File: src/rtl/common_gnss_types_pkg.sv
// Constants and types shared by the L1 C/A signal generator and the acquisition search.
// Both sides must agree on the LO tables, code rate and Doppler bin plan.
package common_gnss_types_pkg;

   typedef logic [5:0] sv_t;

   typedef enum logic [1:0] {
      ST_IDLE,
      ST_WIND,
      ST_RUN
   } gen_state_t;

   localparam logic [3:0]  LO_SIN        = 4'b0011;
   localparam logic [3:0]  LO_COS        = 4'b1001;
   localparam logic [31:0] CODE_RATE     = 32'd228841226;
   localparam int          N_DOP         = 13;
   localparam int          N_SAMPLES_DEF = 19200;
   localparam logic [31:0] LFSR_TAPS     = 32'h8020_0003;

   // G2 phase-selector stage pairs for PRN 1..32, one nibble per stage number.
   localparam logic [0:31][7:0] G2_TAPS = {
      8'h26, 8'h37, 8'h48, 8'h59, 8'h19, 8'h2a, 8'h18, 8'h29,
      8'h3a, 8'h23, 8'h34, 8'h56, 8'h67, 8'h78, 8'h89, 8'h9a,
      8'h14, 8'h25, 8'h36, 8'h47, 8'h58, 8'h69, 8'h13, 8'h46,
      8'h57, 8'h68, 8'h79, 8'h8a, 8'h16, 8'h27, 8'h38, 8'h49
   };

   function automatic logic [7:0] g2_taps(input sv_t sv);
      logic [4:0] idx;
      idx = (sv >= 6'd1 && sv <= 6'd32) ? 5'(sv - 6'd1) : 5'd0;
      return G2_TAPS[idx];
   endfunction

   // Doppler bin k: 4.0 MHz IF + 3 kHz * k, at a 19.2 MHz sample rate.
   function automatic logic [31:0] lo_rate_bin(input int unsigned k);
      logic [63:0] f;
      f = 64'(32'd4_000_000 + 32'd3000 * k);
      return 32'((f << 32) / 64'd19_200_000);
   endfunction

endpackage

File: src/rtl/gnss_noise_lfsr.sv
// Seeded Galois LFSR producing a per-sample flip decision with probability thresh/256.
module gnss_noise_lfsr
   import common_gnss_types_pkg::*;
#(
   parameter int LFSR_W = 32
)(
   input  logic              clk,
   input  logic              rst,
   input  logic              load,
   input  logic [LFSR_W-1:0] seed,
   input  logic              advance,
   input  logic [7:0]        thresh,
   output logic              flip
);

   logic [LFSR_W-1:0] lfsr;

   assign flip = (lfsr[7:0] < thresh);

   always_ff @(posedge clk) begin
      if (rst) begin
         lfsr <= LFSR_W'(1);
      end else if (load) begin
         lfsr <= (seed == '0) ? LFSR_W'(1) : seed;
      end else if (advance) begin
         lfsr <= (lfsr >> 1) ^ (lfsr[0] ? LFSR_W'(LFSR_TAPS) : '0);
      end
   end

endmodule

File: src/rtl/l1ca_code.sv
// GPS L1 C/A Gold code generator: G1/G2 shift registers advanced by a strobe,
// with the current chip value and chip index.
module l1ca_code
   import common_gnss_types_pkg::*;
(
   input  logic       clk,
   input  logic       nrst,
   input  logic       clear,
   input  logic       strobe,
   input  sv_t        sv,
   output logic       code,
   output logic [9:0] chip
);

   logic [10:1] g1;
   logic [10:1] g2;
   logic [7:0]  taps;

   assign taps = g2_taps(sv);
   assign code = g1[10] ^ g2[taps[7:4]] ^ g2[taps[3:0]];

   always_ff @(posedge clk) begin
      if (!nrst || clear) begin
         g1   <= '1;
         g2   <= '1;
         chip <= '0;
      end else if (strobe) begin
         g1   <= {g1[9:1], g1[3] ^ g1[10]};
         g2   <= {g2[9:1], g2[2] ^ g2[3] ^ g2[6] ^ g2[8] ^ g2[9] ^ g2[10]};
         chip <= (chip == 10'd1022) ? 10'd0 : chip + 10'd1;
      end
   end

endmodule

File: src/rtl/l1ca_signal_gen.sv
// One-SV 1-bit L1 C/A IF sample burst generator: code winds to the start phase,
// then code NCO, carrier NCO and LFSR noise combine into one sample per clock.
module l1ca_signal_gen
   import common_gnss_types_pkg::*;
#(
   parameter int N_SAMPLES = N_SAMPLES_DEF,
   parameter int LFSR_W    = 32
)(
   input  logic        clk,
   input  logic        rst,
   input  logic        start,
   input  sv_t         sv,
   input  logic [10:0] code_start,
   input  logic [31:0] code_rate,
   input  logic [31:0] lo_rate,
   input  logic [7:0]  noise_thresh,
   input  logic [31:0] seed,
   output logic        sample_out,
   output logic        sample_valid,
   output logic [9:0]  code_chip,
   output logic        busy,
   output logic        done
);

   localparam int CTR_W = $clog2(N_SAMPLES);

   gen_state_t       state, state_nxt;
   sv_t              sv_q;
   logic [10:0]      code_start_q;
   logic [31:0]      code_rate_q, lo_rate_q;
   logic [7:0]       thresh_q;
   logic [31:0]      code_phase, lo_phase;
   logic [CTR_W-1:0] sample_ctr;
   logic [32:0]      phase_sum;
   logic             accept, chip_match, last_sample;
   logic             code_strobe, code_bit, noise_flip;

   assign accept      = (state == ST_IDLE) && start;
   assign chip_match  = (code_chip == code_start_q[10:1]);
   assign last_sample = (sample_ctr == CTR_W'(N_SAMPLES - 1));
   assign phase_sum   = {1'b0, code_phase} + {1'b0, code_rate_q};
   assign busy        = (state == ST_WIND) || (state == ST_RUN);

   always_comb begin
      state_nxt   = state;
      code_strobe = 1'b0;
      case (state)
         ST_IDLE: if (start) state_nxt = ST_WIND;
         ST_WIND: begin
            if (chip_match) state_nxt = ST_RUN;
            else            code_strobe = 1'b1;
         end
         ST_RUN: begin
            code_strobe = phase_sum[32];
            if (last_sample) state_nxt = ST_IDLE;
         end
         default: state_nxt = ST_IDLE;
      endcase
   end

   always_ff @(posedge clk) begin
      if (rst) begin
         state        <= ST_IDLE;
         sv_q         <= '0;
         code_start_q <= '0;
         code_rate_q  <= '0;
         lo_rate_q    <= '0;
         thresh_q     <= '0;
         code_phase   <= '0;
         lo_phase     <= '0;
         sample_ctr   <= '0;
         sample_out   <= 1'b0;
         sample_valid <= 1'b0;
         done         <= 1'b0;
      end else begin
         state        <= state_nxt;
         sample_valid <= (state == ST_RUN);
         if (accept) begin
            sv_q         <= sv;
            code_start_q <= (code_start >= 11'd2046) ? 11'd0 : code_start;
            code_rate_q  <= code_rate;
            lo_rate_q    <= lo_rate;
            thresh_q     <= noise_thresh;
            done         <= 1'b0;
         end else if (state == ST_IDLE && sample_valid) begin
            // the cycle after the final sample leaves RUN
            done <= 1'b1;
         end
         if (state == ST_WIND && chip_match) begin
            code_phase <= code_start_q[0] ? 32'h8000_0000 : 32'd0;
            lo_phase   <= '0;
            sample_ctr <= '0;
         end
         if (state == ST_RUN) begin
            sample_out <= code_bit ^ LO_SIN[lo_phase[31:30]] ^ noise_flip;
            lo_phase   <= lo_phase + lo_rate_q;
            code_phase <= phase_sum[31:0];
            sample_ctr <= sample_ctr + CTR_W'(1);
         end
      end
   end

   l1ca_code u_code (
      .clk    (clk),
      .nrst   (~rst),
      .clear  (accept),
      .strobe (code_strobe),
      .sv     (sv_q),
      .code   (code_bit),
      .chip   (code_chip)
   );

   gnss_noise_lfsr #(.LFSR_W(LFSR_W)) u_noise (
      .clk     (clk),
      .rst     (rst),
      .load    (accept),
      .seed    (LFSR_W'(seed)),
      .advance (state == ST_RUN),
      .thresh  (thresh_q),
      .flip    (noise_flip)
   );

endmodule

File: config.mk
export PLATFORM = sky130hd
export DESIGN_NAME = l1ca_signal_gen
export DESIGN_NICKNAME = d
export VERILOG_FILES = /design/src/rtl/common_gnss_types_pkg.sv /design/src/rtl/gnss_noise_lfsr.sv /design/src/rtl/l1ca_code.sv /design/src/rtl/l1ca_signal_gen.sv
export SDC_FILE = /design/constraint.sdc
export NUM_CORES = 1
export LEC_CHECK = 0
export CAP_MARGIN = 0
export CELL_PAD_IN_SITES_DETAIL_PLACEMENT = 1
export CELL_PAD_IN_SITES_GLOBAL_PLACEMENT = 2
export CORE_UTILIZATION = 30
export CTS_CLUSTER_DIAMETER = 100
export DETAILED_ROUTE_END_ITERATION = 8
export PLACE_DENSITY = 0.71
export SLEW_MARGIN = 0
export SYNTH_ARGS = -nofsm -noshare
export SYNTH_HDL_FRONTEND = slang
export SYNTH_SLANG_ARGS = --single-unit
File: constraint.sdc
create_clock -name clk -period 5.5 [get_ports clk]
set_input_delay 0.55 -clock clk [delete_from_list [all_inputs] [get_ports clk]]
set_output_delay 0.55 -clock clk [all_outputs]
set_load 0.02 [all_outputs]
After elaboration in Yosys (flattened, before gate mapping). Memories as Yosys holds them, arrays and structs flattened. Index checks and enable logic that the tools add are counted.

Logic and storage cells: 90. Input bits: 124. Memory bits (read-only): 256. Output and inout bits: 14. Memories kept: 1. Register bits: 235.

$add $sub $neg: 5. Eq/ne operators: 8. Reduce and logical (&&, ||, !) cells: 12. $lt $le $gt $ge: 8. Mux-type cells: 28. Bitwise operators: 12.

Memory list: (no name shown) (words 32, bits a word 8, rd ports 1, clocked after memory_dff 0, write ports 0, line common_gnss_types_pkg.sv:31) `return G2_TAPS[idx];`.

Operators by type and width (count): two-way mux 32 bit (9); adder 32 x 32 -> 33 bit (1); adder 32 bit (1); zero test 32 bit (1); bitwise XOR 31 x 32 -> 32 bit (1); two-way mux 15 bit (2); two-way mux 8 bit (2); adder 15 x 1 -> 15 bit (second input constant) (1); == test 15 bit (second input constant) (1); >= comparator 11 bit (second input constant) (1); two-way mux 11 bit (1); adder 10 x 1 -> 10 bit (second input constant) (1); == test 10 bit (1); == test 10 bit (second input constant) (1); less-than comparator 4 x 5 -> 1 bit (second input constant) (2); two-way mux 10 bit (1); bitwise XOR 1 bit (10); binary-select mux 1 bit (select 4 bit) (2); less-than comparator 8 bit (1); >= comparator 6 x 1 -> 1 bit (second input constant) (1); >= comparator 6 bit (second input constant) (1); <= comparator 6 bit (second input constant) (1); two-way mux 2 bit (3); inequality test 2 bit (second input constant) (3); 16 further kinds (24).

Depth between registers and ports, before layout.
Word-level depth: 13. Gate-level depth with buffers: 19. Gate-level depth less buffers: 18.

By module. A second synthesis with hierarchy kept.

Cell total of the unflattened synthesis: 1719. Area, all modules: 13706.9 um^2.

Modules (own cells, without submodules): l1ca_signal_gen (area each 9575.4 um^2, seq. area each 3463.3 um^2, times used 1, cells an instance 1218); l1ca_code (area each 2387.3 um^2, seq. area each 600.6 um^2, times used 1, cells an instance 289); gnss_noise_lfsr (area each 1744.2 um^2, seq. area each 640.6 um^2, times used 1, cells an instance 212).

Worst setup path after synthesis. No wires, ideal clock.

Path kind: register -> register. From: register sv_q[1]. To: register sample_out. Required time: 5.382 ns. Path slack: 1.102 ns. Arrival: 4.280 ns. Cell stages (with the launch flop): 17. Period minus slack after synthesis: 4.398 ns. Path buffers: 2. Cell sequence: dfxtp_1 -> buf_6 -> inv_1 -> ha_1 -> buf_6 -> nand2_1 -> o41ai_1 -> nor2_1 -> ha_1 -> or4_1 -> a41oi_4 -> mux2i_1 -> mux4_2 -> or4_1 -> nand4_1 -> mux2i_1 -> nor3_2.

Cells in the longest elaborated chain, start to end: 13. Elaborated cells between the ends (all ways): 17. Those cells by class: add/sub: 1; order compare: 2; mux: 7; bitwise: 5; reduce/logical: 1; memory: 1.

RTL lines: start: declaration (line l1ca_signal_gen.sv:28) `sv_t sv_q;`; start signal: assignment (line l1ca_signal_gen.sv:79) `sv_q <= sv;`; >= comparator 6 x 1 -> 1 bit or <= comparator 6 bit (tied branches) (line common_gnss_types_pkg.sv:30) `idx = (sv >= 6'd1 && sv <= 6'd32) ? 5'(sv - 6'd1) : 5'd0;`; logical AND 1 bit (line common_gnss_types_pkg.sv:30); two-way mux 5 bit * (line common_gnss_types_pkg.sv:30); NOT 5 -> 6 bit (not written as such) * (line common_gnss_types_pkg.sv:31); memory (32 x 8 bit) *; two-way mux 8 bit (not written as such) * (2 in a row) (line common_gnss_types_pkg.sv:31); binary-select mux 1 bit (select 4 bit) (line l1ca_code.sv:20) `assign code = g1[10] ^ g2[taps[7:4]] ^ g2[taps[3:0]];`; two-way mux 1 bit (not written as such) (line l1ca_code.sv:20); bitwise XOR 1 bit (line l1ca_code.sv:20); bitwise XOR 1 bit * (line l1ca_code.sv:20); bitwise XOR 1 bit * (2 in a row) (line l1ca_signal_gen.sv:95) `sample_out <= code_bit ^ LO_SIN[lo_phase[31:30]] ^ noise_flip;`; end signal: assignment (line l1ca_signal_gen.sv:95); end: declaration (line l1ca_signal_gen.sv:18) `output logic sample_out,`.

Every way passes the cells marked *; elsewhere a longest branch is shown, timed or not. The select of a mux whose other input is x is not followed. A chain may end at the register's enable or synchronous reset.

Final worst setup path.
From: register sv_q[4]. To: register sample_out.

The elaborated chain is that of the path after synthesis.

==> flow_summary.json <==
{
  "status": "completed",
  "cts-root-buf": "clkbuf_16",
  "hold_depth": 2,
  "syn_nets": 1865,
  "detailedRoute.firstPassIterationCount": 5,
  "critPathMaxFanout": 20,
  "required_ps": 5910,
  "clock.fmax_ghz": 0.219,
  "layout-drive-gt1-share": 0.0566,
  "dieArea_um2": 45700,
  "rows": 77,
  "async_flop_share": 0,
  "skew_ps": 13.4,
  "nets": 1958,
  "critPathLaunchType": "register",
  "rsz0062_at_grt": "no",
  "grt_usage": 0.174,
  "power.total_mw": 6.30,
  "dpl.hpwl_mm": 28.2,
  "cts_hold_buffers": 0,
  "ios": 138,
  "setup_viol": 0,
  "vdd_ir_drop_max_mv": 0.217,
  "min_period_ps": 4560,
  "drv_slew": 0,
  "area_growth_syn_to_layout_pct": 20.8,
  "initial_utilization": 0.304,
  "p_per_area_nw_per_um2": 387,
  "yosysSeqAreaShare": 0.350,
  "grt_pass1_vias": 12200,
  "clock-sinks": 235,
  "min_period_over_period": 0.829,
  "clkTransAtPathRegs_ps": 60,
  "synth.distinct_cells": 80,
  "cts_tree": "done",
  "grt_pass1_wl_mm": 64.3,
  "synth_area_per_cell_um2": 8.15,
  "core_area_um2": 44200,
  "worstSetupEndpointType": "register",
  "num_vias": 12000,
  "netlist_instances": 1652,
  "instances_no_fill": 2359,
  "yosysWarningCount": 0,
  "antenna_left": 0,
  "netlist_area_um2": 13500,
  "slew_headroom": 0.406,
  "clk_latency_ps": 560,
  "grt_start_max_net_pins": 84,
  "synth_ff_type": "dfxtp_1",
  "hold_violations": 0,
  "drc": 0,
  "min_path_type": "in -> reg",
  "power.leakage_nw": 6.49,
  "r2r_cells": 16,
  "gp_congestion": 0.828,
  "tightest_slew_ps": 891,
  "dp.cells": 2306,
  "ys_ff_latch": 235,
  "drt-total-wl_mm": 39.9,
  "cts_resized": 0,
  "wl_per_cell_um": 16.9,
  "port_buffers": 137,
  "post_cts_buffers": 0,
  "drtIter0Drc": 355,
  "die-height_um": 214,
  "fin_tns_setup_ps": 0,
  "avgViaCountPerCell": 5.10,
  "critical_path_class": "reg -> reg",
  "gr-total-overflow": 0,
  "numCtsBuffers": 29,
  "arrival_ps": 4970,
  "die_w_um": 214,
  "synth_edf_count": 0,
  "antenna_found_initial": 0,
  "clockBufferDepth": 3,
  "cap_violations": 0,
  "cts-htree-levels": 1
}
## metal layers
metal | vias up | routed length (um) | global-route usage
met5 | - | 0 | 0
met4 | 0 | 825 | 0.0414
met3 | 49 | 953 | 0.0223
met2 | 120 | 18400 | 0.296
met1 | 5768 | 19700 | 0.233
li1 | 6091 | - | -
## synth_stat cells (all sizes together) (35+ instances only)
cell type  number  area [um2]
mux2i          65         651
o21ai          66         330
xnor2          49         429
a21oi         174         871
a211oi         42         315
nor2          146         551
dfxtp         235        4700
and3           36         225
clkbuf         80         334
xor2           35         307
nand2         255         957
inv            39         146
a21o           36         270
ha             87        1090
## path summary, 6_finish.rpt
kind	endpoint	slack (ps)	start
setup / recovery	sample_out	940	sv_q[4]
hold / removal	lo_phase[21]	400	rst
setup reg to reg	sample_out	940	sv_q[4]
hold reg to reg	thresh_q[2]	450	thresh_q[2]
## cell families (layout without fill, tap and decap cells)
| family | count (synthesis) | in the layout | synth area share |
|---|---|---|---|
| buf+inv | 134 | 248 | 0.0445 |
| simple gates | 590 | 590 | 0.200 |
| compound gates | 452 | 452 | 0.215 |
| mux | 68 | 68 | 0.0517 |
| xor+xnor | 84 | 84 | 0.0547 |
| flops | 235 | 235 | 0.350 |
| other cells | 0 | 1 | 0 |
| fa+ha+maj | 89 | 89 | 0.0838 |
## metrics by stage
stage | cell area, um2 | utilization | hold slack [ps] | setup slack [ps]
final | 16300 | 0.368 | 396 | 939
after global routing | 16300 | 0.368 | 394 | 554
after CTS | 16300 | 0.368 | 372 | 873
after detailed placement | 15300 | 0.346 | 450 | 918
after global placement | 15300 | 0.346 | 440 | 915
after floorplan | 13500 | - | 429 | 1100
## worst max-delay path, cell delays in order, from the launching register on
cell and delay, ps:
dfxtp_1 530, nand2b_1 280, o31ai_1 300, o41ai_1 130
buf_4 190, nor2_1 290, ha_1 270, inv_1 70
o22ai_1 150, a211oi_1 90, a2111oi_0 500, buf_4 200
mux4_2 510, or4_1 520, nand4_1 110, mux2i_1 220
nor3_2 60
## cell type report
type / instances / area, um2
diodes: 1 / 2.50
clock buffers: 43 / 858
clock inverters: 9 / 95.1
fillers: 5228 / 28000
inverters: 41 / 154
multi-input cells: 1283 / 8190
flip-flops and latches: 235 / 4700
well taps: 592 / 741
repair buffers: 155 / 1510
## flip-flops by register name (all words and copies together), names as in the netlist
signal	cells
code_phase	32
code_rate_q	32
lo_phase	32
lo_rate_q	32
u_noise.lfsr	32
sample_ctr	15
code_start_q	11
u_code.chip	10
u_code.g1	10
u_code.g2	10
thresh_q	8
sv_q	6
state	2
done	1
sample_out	1
sample_valid	1
## report_power, final
part / switching [mW] / internal (mW)
Combinational: 1.41 / 0.870
Clock: 0.762 / 1.16
Sequential: 0.168 / 1.92
## placed cells by master, fill, tap and decap left out, types with 8 or more instances in the layout
cell / Yosys / final
o21a_1: 10 / 10
clkbuf_8: 3 / 8
clkdlybuf4s50_1: 0 / 136
nor4_1: 12 / 12
o21ai_0: 66 / 66
nor2_1: 145 / 144
a31oi_1: 17 / 17
a21o_1: 36 / 36
and3_1: 36 / 36
xnor2_1: 49 / 49
xor2_1: 35 / 35
nand2b_1: 15 / 15
o21bai_1: 13 / 13
nand3_1: 25 / 25
clkbuf_16: 0 / 29
nor3_1: 24 / 24
a21oi_1: 174 / 173
a211oi_1: 42 / 42
ha_1: 87 / 86
nand4_1: 21 / 21
nor3b_1: 9 / 9
a22o_1: 12 / 12
dfxtp_1: 235 / 235
mux2i_1: 65 / 65
inv_1: 38 / 38
nand2_1: 255 / 254
buf_4: 1 / 18
Note: power is estimated with default switching activity, not from simulation.
